===== config.mk =====
export PLATFORM = sky130hd
export DESIGN_NAME = fpu_fma_sequencer
export DESIGN_NICKNAME = d
export VERILOG_FILES = /design/src/rtl/fpu_fma_sequencer.sv
export SDC_FILE = /design/constraint.sdc
export NUM_CORES = 1
export LEC_CHECK = 0
export ABC_AREA = 1
export CAP_MARGIN = 20
export CORE_UTILIZATION = 42
export CTS_CLUSTER_SIZE = 24
export DETAILED_ROUTE_END_ITERATION = 12
export PLACE_DENSITY = 0.76
export SKIP_LAST_GASP = 1
export SLEW_MARGIN = 30
export SYNTH_ARGS = -nofsm -noshare
export SYNTH_HDL_FRONTEND = slang
export SYNTH_SLANG_ARGS = --single-unit

===== constraint.sdc =====
create_clock -name CLK -period 3.2 [get_ports CLK]
set_input_delay 0.64 -clock CLK [delete_from_list [all_inputs] [get_ports CLK]]
set_output_delay 0.64 -clock CLK [all_outputs]
set_load 0.01 [all_outputs]

===== src/rtl/fpu_fma_sequencer.sv =====
// Half-precision FMA sequencer: steers OP-FP and fused multiply-add requests
// through a shared multiplier and a shared adder, with a per-unit wait
// timeout and a held response handshake.
//
// state  | meaning
// -------+-----------------------------------------------------------
// IDLE   | ready for a request; captures operands on handshake
// MUL    | multiplier started in first cycle, waiting for mul_done
// ADD    | adder started in first cycle, waiting for add_done
// RESP   | response presented, held until resp_ready
module fpu_fma_sequencer #(
  parameter int TIMEOUT = 64
) (
  input  logic        CLK,
  input  logic        RST,
  input  logic        req_valid,
  output logic        req_ready,
  input  logic [2:0]  req_select,
  input  logic [4:0]  req_op,
  input  logic [15:0] req_rs1,
  input  logic [15:0] req_rs2,
  input  logic [15:0] req_rs3,
  output logic        mul_start,
  output logic [15:0] mul_a,
  output logic [15:0] mul_b,
  input  logic        mul_done,
  input  logic [15:0] mul_result,
  output logic        add_start,
  output logic [15:0] add_a,
  output logic [15:0] add_b,
  input  logic        add_done,
  input  logic [15:0] add_result,
  output logic        resp_valid,
  input  logic        resp_ready,
  output logic [15:0] resp_data,
  output logic        resp_illegal,
  output logic        resp_timeout
);

  typedef enum logic [1:0] {
    S_IDLE = 2'd0,
    S_MUL  = 2'd1,
    S_ADD  = 2'd2,
    S_RESP = 2'd3
  } state_t;

  localparam logic [15:0] QNAN    = 16'h7E00;
  localparam logic [15:0] SIGN    = 16'h8000;
  localparam logic [7:0]  WAIT_TC = 8'(TIMEOUT - 1);
  localparam logic [4:0]  OP_FADD = 5'b00000;
  localparam logic [4:0]  OP_FSUB = 5'b00001;
  localparam logic [4:0]  OP_FMUL = 5'b00010;

  state_t      state_q, state_d;
  logic [7:0]  cnt_q, cnt_d;
  logic [2:0]  sel_q, sel_d;
  logic [4:0]  op_q, op_d;
  logic [15:0] rs1_q, rs1_d;
  logic [15:0] rs2_q, rs2_d;
  logic [15:0] rs3_q, rs3_d;
  logic [15:0] prod_q, prod_d;
  logic [15:0] data_q, data_d;
  logic        ill_q, ill_d;
  logic        to_q, to_d;

  logic        req_fused, req_fmul, req_fadd_sub;
  logic        tc_hit, done_window;
  logic [15:0] add_a_v, add_b_v;

  assign req_fused    = (req_select >= 3'd1) && (req_select <= 3'd4);
  assign req_fmul     = (req_select == 3'd0) && (req_op == OP_FMUL);
  assign req_fadd_sub = (req_select == 3'd0) && ((req_op == OP_FADD) || (req_op == OP_FSUB));

  // The timeout compare wins over a done in the same cycle; the start cycle
  // (count 0) never samples done.
  assign tc_hit      = (cnt_q == WAIT_TC);
  assign done_window = (cnt_q != 8'd0) && !tc_hit;

  // State and datapath registers; reset abandons any operation in flight.
  always_ff @(posedge CLK or posedge RST) begin
    if (RST) begin
      state_q <= S_IDLE;
      cnt_q   <= 8'd0;
      sel_q   <= 3'd0;
      op_q    <= 5'd0;
      rs1_q   <= 16'h0;
      rs2_q   <= 16'h0;
      rs3_q   <= 16'h0;
      prod_q  <= 16'h0;
      data_q  <= 16'h0;
      ill_q   <= 1'b0;
      to_q    <= 1'b0;
    end else begin
      state_q <= state_d;
      cnt_q   <= cnt_d;
      sel_q   <= sel_d;
      op_q    <= op_d;
      rs1_q   <= rs1_d;
      rs2_q   <= rs2_d;
      rs3_q   <= rs3_d;
      prod_q  <= prod_d;
      data_q  <= data_d;
      ill_q   <= ill_d;
      to_q    <= to_d;
    end
  end

  // Next-state, wait counter and capture of operands/results.
  always_comb begin
    state_d = state_q;
    cnt_d   = 8'd0;
    sel_d   = sel_q;
    op_d    = op_q;
    rs1_d   = rs1_q;
    rs2_d   = rs2_q;
    rs3_d   = rs3_q;
    prod_d  = prod_q;
    data_d  = data_q;
    ill_d   = ill_q;
    to_d    = to_q;
    unique case (state_q)
      S_IDLE: begin
        if (req_valid && req_ready) begin
          sel_d  = req_select;
          op_d   = req_op;
          rs1_d  = req_rs1;
          rs2_d  = req_rs2;
          rs3_d  = req_rs3;
          ill_d  = 1'b0;
          to_d   = 1'b0;
          data_d = 16'h0;
          if (req_fused || req_fmul) begin
            state_d = S_MUL;
          end else if (req_fadd_sub) begin
            state_d = S_ADD;
          end else begin
            state_d = S_RESP;
            ill_d   = 1'b1;
            data_d  = QNAN;
          end
        end
      end
      S_MUL: begin
        cnt_d = cnt_q + 8'd1;
        if (tc_hit) begin
          state_d = S_RESP;
          to_d    = 1'b1;
          data_d  = QNAN;
        end else if (done_window && mul_done) begin
          prod_d = mul_result;
          if (sel_q == 3'd0) begin
            state_d = S_RESP;
            data_d  = mul_result;
          end else begin
            state_d = S_ADD;
            cnt_d   = 8'd0;
          end
        end
      end
      S_ADD: begin
        cnt_d = cnt_q + 8'd1;
        if (tc_hit) begin
          state_d = S_RESP;
          to_d    = 1'b1;
          data_d  = QNAN;
        end else if (done_window && add_done) begin
          state_d = S_RESP;
          data_d  = add_result;
        end
      end
      S_RESP: begin
        if (resp_ready) state_d = S_IDLE;
      end
      default: state_d = S_IDLE;
    endcase
  end

  // Adder operand selection: FSUB and the fused variants differ only in
  // which sign bits get flipped on the product and the addend.
  always_comb begin
    add_a_v = 16'h0;
    add_b_v = 16'h0;
    unique case (sel_q)
      3'd0: begin
        add_a_v = rs1_q;
        add_b_v = (op_q == OP_FSUB) ? (rs2_q ^ SIGN) : rs2_q;
      end
      3'd1: begin
        add_a_v = prod_q;
        add_b_v = rs3_q;
      end
      3'd2: begin
        add_a_v = prod_q;
        add_b_v = rs3_q ^ SIGN;
      end
      3'd3: begin
        add_a_v = prod_q ^ SIGN;
        add_b_v = rs3_q ^ SIGN;
      end
      3'd4: begin
        add_a_v = prod_q ^ SIGN;
        add_b_v = rs3_q;
      end
      default: begin
        add_a_v = 16'h0;
        add_b_v = 16'h0;
      end
    endcase
  end

  // req_ready is masked by RST so it stays low while the state is forced.
  assign req_ready    = (state_q == S_IDLE) && !RST;
  assign mul_start    = (state_q == S_MUL) && (cnt_q == 8'd0);
  assign add_start    = (state_q == S_ADD) && (cnt_q == 8'd0);
  assign mul_a        = (state_q == S_MUL) ? rs1_q : 16'h0;
  assign mul_b        = (state_q == S_MUL) ? rs2_q : 16'h0;
  assign add_a        = (state_q == S_ADD) ? add_a_v : 16'h0;
  assign add_b        = (state_q == S_ADD) ? add_b_v : 16'h0;
  assign resp_valid   = (state_q == S_RESP);
  assign resp_data    = (state_q == S_RESP) ? data_q : 16'h0;
  assign resp_illegal = (state_q == S_RESP) && ill_q;
  assign resp_timeout = (state_q == S_RESP) && to_q;

endmodule


# --- After elaboration in Yosys (flattened, before gate mapping) ---
# Index checks and enable logic that the tools add are counted.
classes:
  n_addsub: 1
  order_cmp: 2
  n_eq_ne: 17
  mux: 36
  bitwise: 4
  reduce_logical: 34
ops:
  columns: ["operator", "n"]
  rows:
  - ["16-bit 2-to-1 mux", 12]
  - ["16-bit one-hot mux with 3 select lines", 3]
  - ["15-bit 2-to-1 mux", 2]
  - ["8-bit 2-to-1 mux", 3]
  - ["8-bit one-hot mux with 2 select lines", 1]
  - ["2-bit 2-to-1 mux", 7]
  - ["1-bit logical AND", 12]
  - ["5-bit by 1-bit equality test with 1-bit output, second input constant", 2]
  - ["2-bit OR reduction", 5]
  - ["3-bit != test, second input constant", 3]
  - ["8-bit by 1-bit adder with 8-bit output, second input constant", 1]
  - ["8-bit by 6-bit equality test with 1-bit output, second input constant", 1]
  - ["8-bit zero test", 1]
  - ["2-bit one-hot mux with 4 select lines", 1]
  - ["8-bit nonzero test", 1]
  - ["3-bit by 2-bit equality test with 1-bit output, second input constant", 2]
  - ["3-bit zero test", 2]
  - ["1-bit 2-to-1 mux", 6]
  - ["3-bit AND reduction", 2]
  - ["5-bit by 2-bit equality test with 1-bit output, second input constant", 1]
  - ["5-bit zero test", 1]
  - ["5-bit AND reduction", 1]
  - ["2-bit equality test, second input constant", 2]
  - ["2-bit by 1-bit != test with 1-bit output, second input constant", 2]
  - ["15 further kinds", 20]
totals:
  regBits: 100
  input_bits: 94
  out_inout_bits: 86
  word_cells: 105

# --- Longest topological paths before layout ---
logic_depth:
  word_depth: 7
  depth_mapped: 13
  depth_no_buf: 12

# --- Worst setup path before layout ---
# OpenSTA, ideal clock, no wires.
synth_path:
  kind: "register -> output"
  from: "register state_q[1]"
  to: "output port mul_a[10]"
  t_arrival_ns: 1.485
  path_slack_ns: 1.075
  stages_incl_launch_ff: 8
  cell_sequence: "dfrtp_1 -> inv_1 -> ha_1 -> buf_2 -> clkbuf_1 -> clkbuf_1 -> nand2_1 -> inv_1"
synth_via:
  elab_chain_len: 2
synth_lines:
  columns: ["element", "line", "text"]
  rows:
  - ["start: declaration", "54", "state_t state_q, state_d;"]
  - ["start signal: assignment", "94", "state_q <= state_d;"]
  - ["2-bit by 1-bit equality test with 1-bit output", "215", "assign mul_a = (state_q == S_MUL) ? rs1_q : 16'h0;"]
  - ["16-bit 2-to-1 mux", "215", null]
  - ["end: declaration", "24", "output logic [15:0] mul_a,"]
# Every way passes these cells.

# --- Worst setup path in the final report ---
layout_path:
  from: "register sel_q[0]"
  to: "output port add_a[1]"
layout_via:
  elab_chain_len: 4
  word_cells_on_any_way: 9
  cone_classes: "4 x eq/ne; 2 x mux; 3 x reduce/logical"
layout_lines:
  columns: ["element", "line", "text"]
  rows:
  - ["start: declaration", "56", "logic [2:0] sel_q, sel_d;"]
  - ["start signal: assignment", "96", "sel_q <= sel_d;"]
  - ["3-bit equality test, or another cell as far along", "183", "unique case (sel_q)"]
  - ["2-bit OR reduction (no source line)", null, null]
  - ["16-bit one-hot mux with 3 select lines *", "183", null]
  - ["16-bit 2-to-1 mux *", "217", "assign add_a = (state_q == S_ADD) ? add_a_v : 16'h0;"]
  - ["end: declaration", "29", "output logic [15:0] add_a,"]
# Every way passes the cells marked *; elsewhere a longest branch is shown, timed or not.

==> flow_summary_export.csv <==
group,metric,value,unit
placement,hpwl,10700,um
clocking,hold_buffers,0,
synthesis,synth_cells,767,
timing,setup_viol,0,
timing,rsz0062_at_grt,"yes",
detailed_routing,routed_via_density,4.720,
floorplan,die_width,117.2,um
detailed_routing,drtAntennaViolNets,0,
global_route,grt-ovfl-total,0,
clocking,insertion_delay,0.34,ns
finish,utilization,61.40,%
detailed_routing,route.detailed.drc,0,
timing,hold_viol_final,0,
timing,max_clock_freq,328.9,MHz
synthesis,syn_area,5572,sq um
finish,stdcell_area,7843,sq um
floorplan,die_y,117.2,um
global_route,antenna_found_initial,0,
clocking,h-tree-depth,3,
placement,placed_cell_area,7516,sq um
floorplan,initial_core_util,43.62,%
power,power_density,820.0,nW/um^2
worst_setup_path,cp_cell_sequence,"nor2_1, nor2_1, inv_1, nand2_1, nor3_1, clkdlybuf4s50_1",
finish,antenna_cells,0,
timing,tightest_slew,0.5922,ns
synthesis,synth_nets,868,
synthesis,synth_seq_cells,100,
detailed_routing,dr.pass1.iters,5,
finish,finalNetCount,1028,
timing,skew,0.004657,ns
worst_setup_path,cp_slowest_stage_delay,0.58,ns
worst_setup_path,critPathRequiredTime,2.56,ns
worst_setup_path,path_class,"reg -> out",
global_route,grt_pass1_vias,4694,
clocking,cts-root-buf,"clkbuf_16",
detailed_routing,initialDrtViolationCount,469,
finish,syn_to_final_growth,40.76,%
worst_hold_path,min_path_type,"reg -> reg",
worst_setup_path,crit_top_cell,"nor2_1",
worst_setup_path,arrival,2.40,ns
clocking,path_clk_slew,0.06,ns
clocking,cts.sinks,100,
timing,maxSlewViolCount,0,
detailed_routing,wirelength,14940,um
job,drv_cap,0,
synthesis,ys_seq_area_share,44.91,%
timing,timing.final.crit_share,95.02,%
global_route,grt_max_degree,94,
detailed_routing,wl_per_cell,13.54,um
timing,hold_slack,0.4638,ns
timing,slew_headroom,60.42,%
floorplan,floorplan.die_area,13730,sq um
power,vdd_drop_max,0.0004172,V
timing,period_needed,3.041,ns
global_route,grtUsageTotal,22.62,%
clocking,clockBufferDepth,2,
floorplan,pin_count,180,
detailed_routing,via_count,5211,
worst_setup_path,start_kind,"register",
finish,drive_above_1_share,7.189,%
run_status,outcome,"complete, no violations",
global_route,grt_first_pass_wirelength,23610,um
clocking,cts_made_buffers,9,
worst_setup_path,cp_max_fo,15,
synthesis,synth_cell_type_count,29,
floorplan,coreArea,12770,sq um
worst_setup_path,endpoint_kind,"output pin",
placement,io_buffers,179,
power,p_leak,0.004115,uW
floorplan,rows,41,
finish,fillers,1134,
clocking,cts_tree,"built",
worst_setup_path,crit_slowest_cell,"clkdlybuf4s50_1",
synthesis,ys.warnings.count,0,
synthesis,syn_avg_cell_area,7.264,sq um
power,total_power,6431,uW
placement,gp_congestion,0.8589,
-- worst max-delay path, delay by kind of cell (launching register included) --
| family | cells | cell delay, ns |
|---|---|---|
| buf+inv | 2 | 0.71 |
| flops | 1 | 0.40 |
| simple gates | 4 | 0.94 |
-- state kept, by name, indices dropped and copies added, names as in the netlist --
register,cells
state_q,2
sel_q,3
rs1_q,16
ill_q,1
op_q,5
to_q,1
prod_q,16
cnt_q,8
rs3_q,16
rs2_q,16
data_q,16
-- layout by cell type (no fill, tap or decap), types with 9 or more instances in the layout --
master	count
dfrtp_1	100
nor3_1	19
clkdlybuf4s50_1	179
nor2_1	83
nand4_1	13
clkbuf_16	9
o21ai_0	31
mux2_2	22
a21oi_1	47
inv_1	140
nand2_1	216
o22ai_1	14
-- through the flow --
stage          std cells  worst slack, ns   TNS (ns)
6_report            1104           0.1593          0
5_1_grt             1104        -0.007076  -0.007076
4_1_cts             1104          0.09489          0
3_5_place_dp        1088           0.4705          0
3_3_place_gp        1088           0.5317          0
2_1_floorplan        767            1.075          0
-- synthesized netlist by cell type --
cell,instances,area (sq um)
nand2_1,217,814.5
inv_1,141,529.3
dfrtp_1,100,2502
nor2_1,83,311.6
a21oi_1,47,235.2
o21ai_0,31,155.2
mux2_2,22,247.7
buf_2,19,95.09
nor3_1,19,95.09
o22ai_1,14,87.58
nand4_1,13,81.33
clkbuf_1,10,37.54
nand3_1,8,40.04
ha_1,7,87.58
nand2_2,6,37.54
inv_2,5,18.77
xor2_1,5,43.79
buf_1,4,15.01
nor2_2,4,25.02
buf_4,2,15.01
nand3_2,2,20.02
a21oi_2,1,8.760
buf_6,1,11.26
clkbuf_2,1,5.000
nand3_4,1,17.52
nand3b_1,1,7.510
nor2_4,1,11.26
or2_2,1,6.260
xnor2_1,1,8.760
-- repair_timing --
action | 4_1_cts | 5_1_grt
buffers inserted | 0 | 0
gates resized for setup | 0 | 1
setup endpoints to repair | 0 | 14
hold endpoints to repair | 0 | 0
-- report_power, final --
part / leakage (uW) / total (uW) / internal, uW / switching (uW)
logic: 0.00275 / 3200 / 1390 / 1810
registers: 0.00121 / 2060 / 1780 / 289
clock network: 0.000153 / 1160 / 706 / 456
-- worst paths after layout --
kind	startpoint	endpoint	slack, ns	cells after the start
hold reg to reg	cnt_q[0]	cnt_q[0]	0.46	1
max in group asynchronous	RST	rs1_q[12]	1.78	3
setup reg to reg	state_q[1]	data_q[4]	1.12	7
min in group asynchronous	RST	data_q[13]	0.65	2
setup / recovery	sel_q[0]	add_a[1]	0.16	6
hold / removal	cnt_q[0]	cnt_q[0]	0.46	1
-- area by class of cell --
class	instances	area (sq um)	share of cell area (%)
sequential	100	2502	31.91
clock buffer	12	246.5	3.143
timing repair buffer	186	1894	24.15
clock inverter	4	72.57	0.9253
inverter	146	551.8	7.036
tap	172	215.2	2.744
multi-input combinational	484	2360	30.09
-- metal layers --
| metal | track usage, % | wire [um] |
|---|---|---|
| met1 | 32.09 | 7087 |
| met2 | 35.84 | 7022 |
| met3 | 3.605 | 590 |
| met4 | 6.414 | 243 |
| met5 | 0 | 0 |
-- logic make-up (layout without fill, tap and decap cells) --
family / Yosys count / in the layout / synth area share (%)
buffers and inverters: 183 / 348 / 13.05
XOR/XNOR: 6 / 6 / 0.9432
AO/OA/AOI/OAI: 93 / 93 / 8.736
multiplexers: 22 / 22 / 4.446
flip-flops: 100 / 100 / 44.91
AND/OR/NAND/NOR: 356 / 356 / 26.34
adder cells (fa/ha/maj): 7 / 7 / 1.572
No activity file was read; power rests on OpenSTA's default activity.
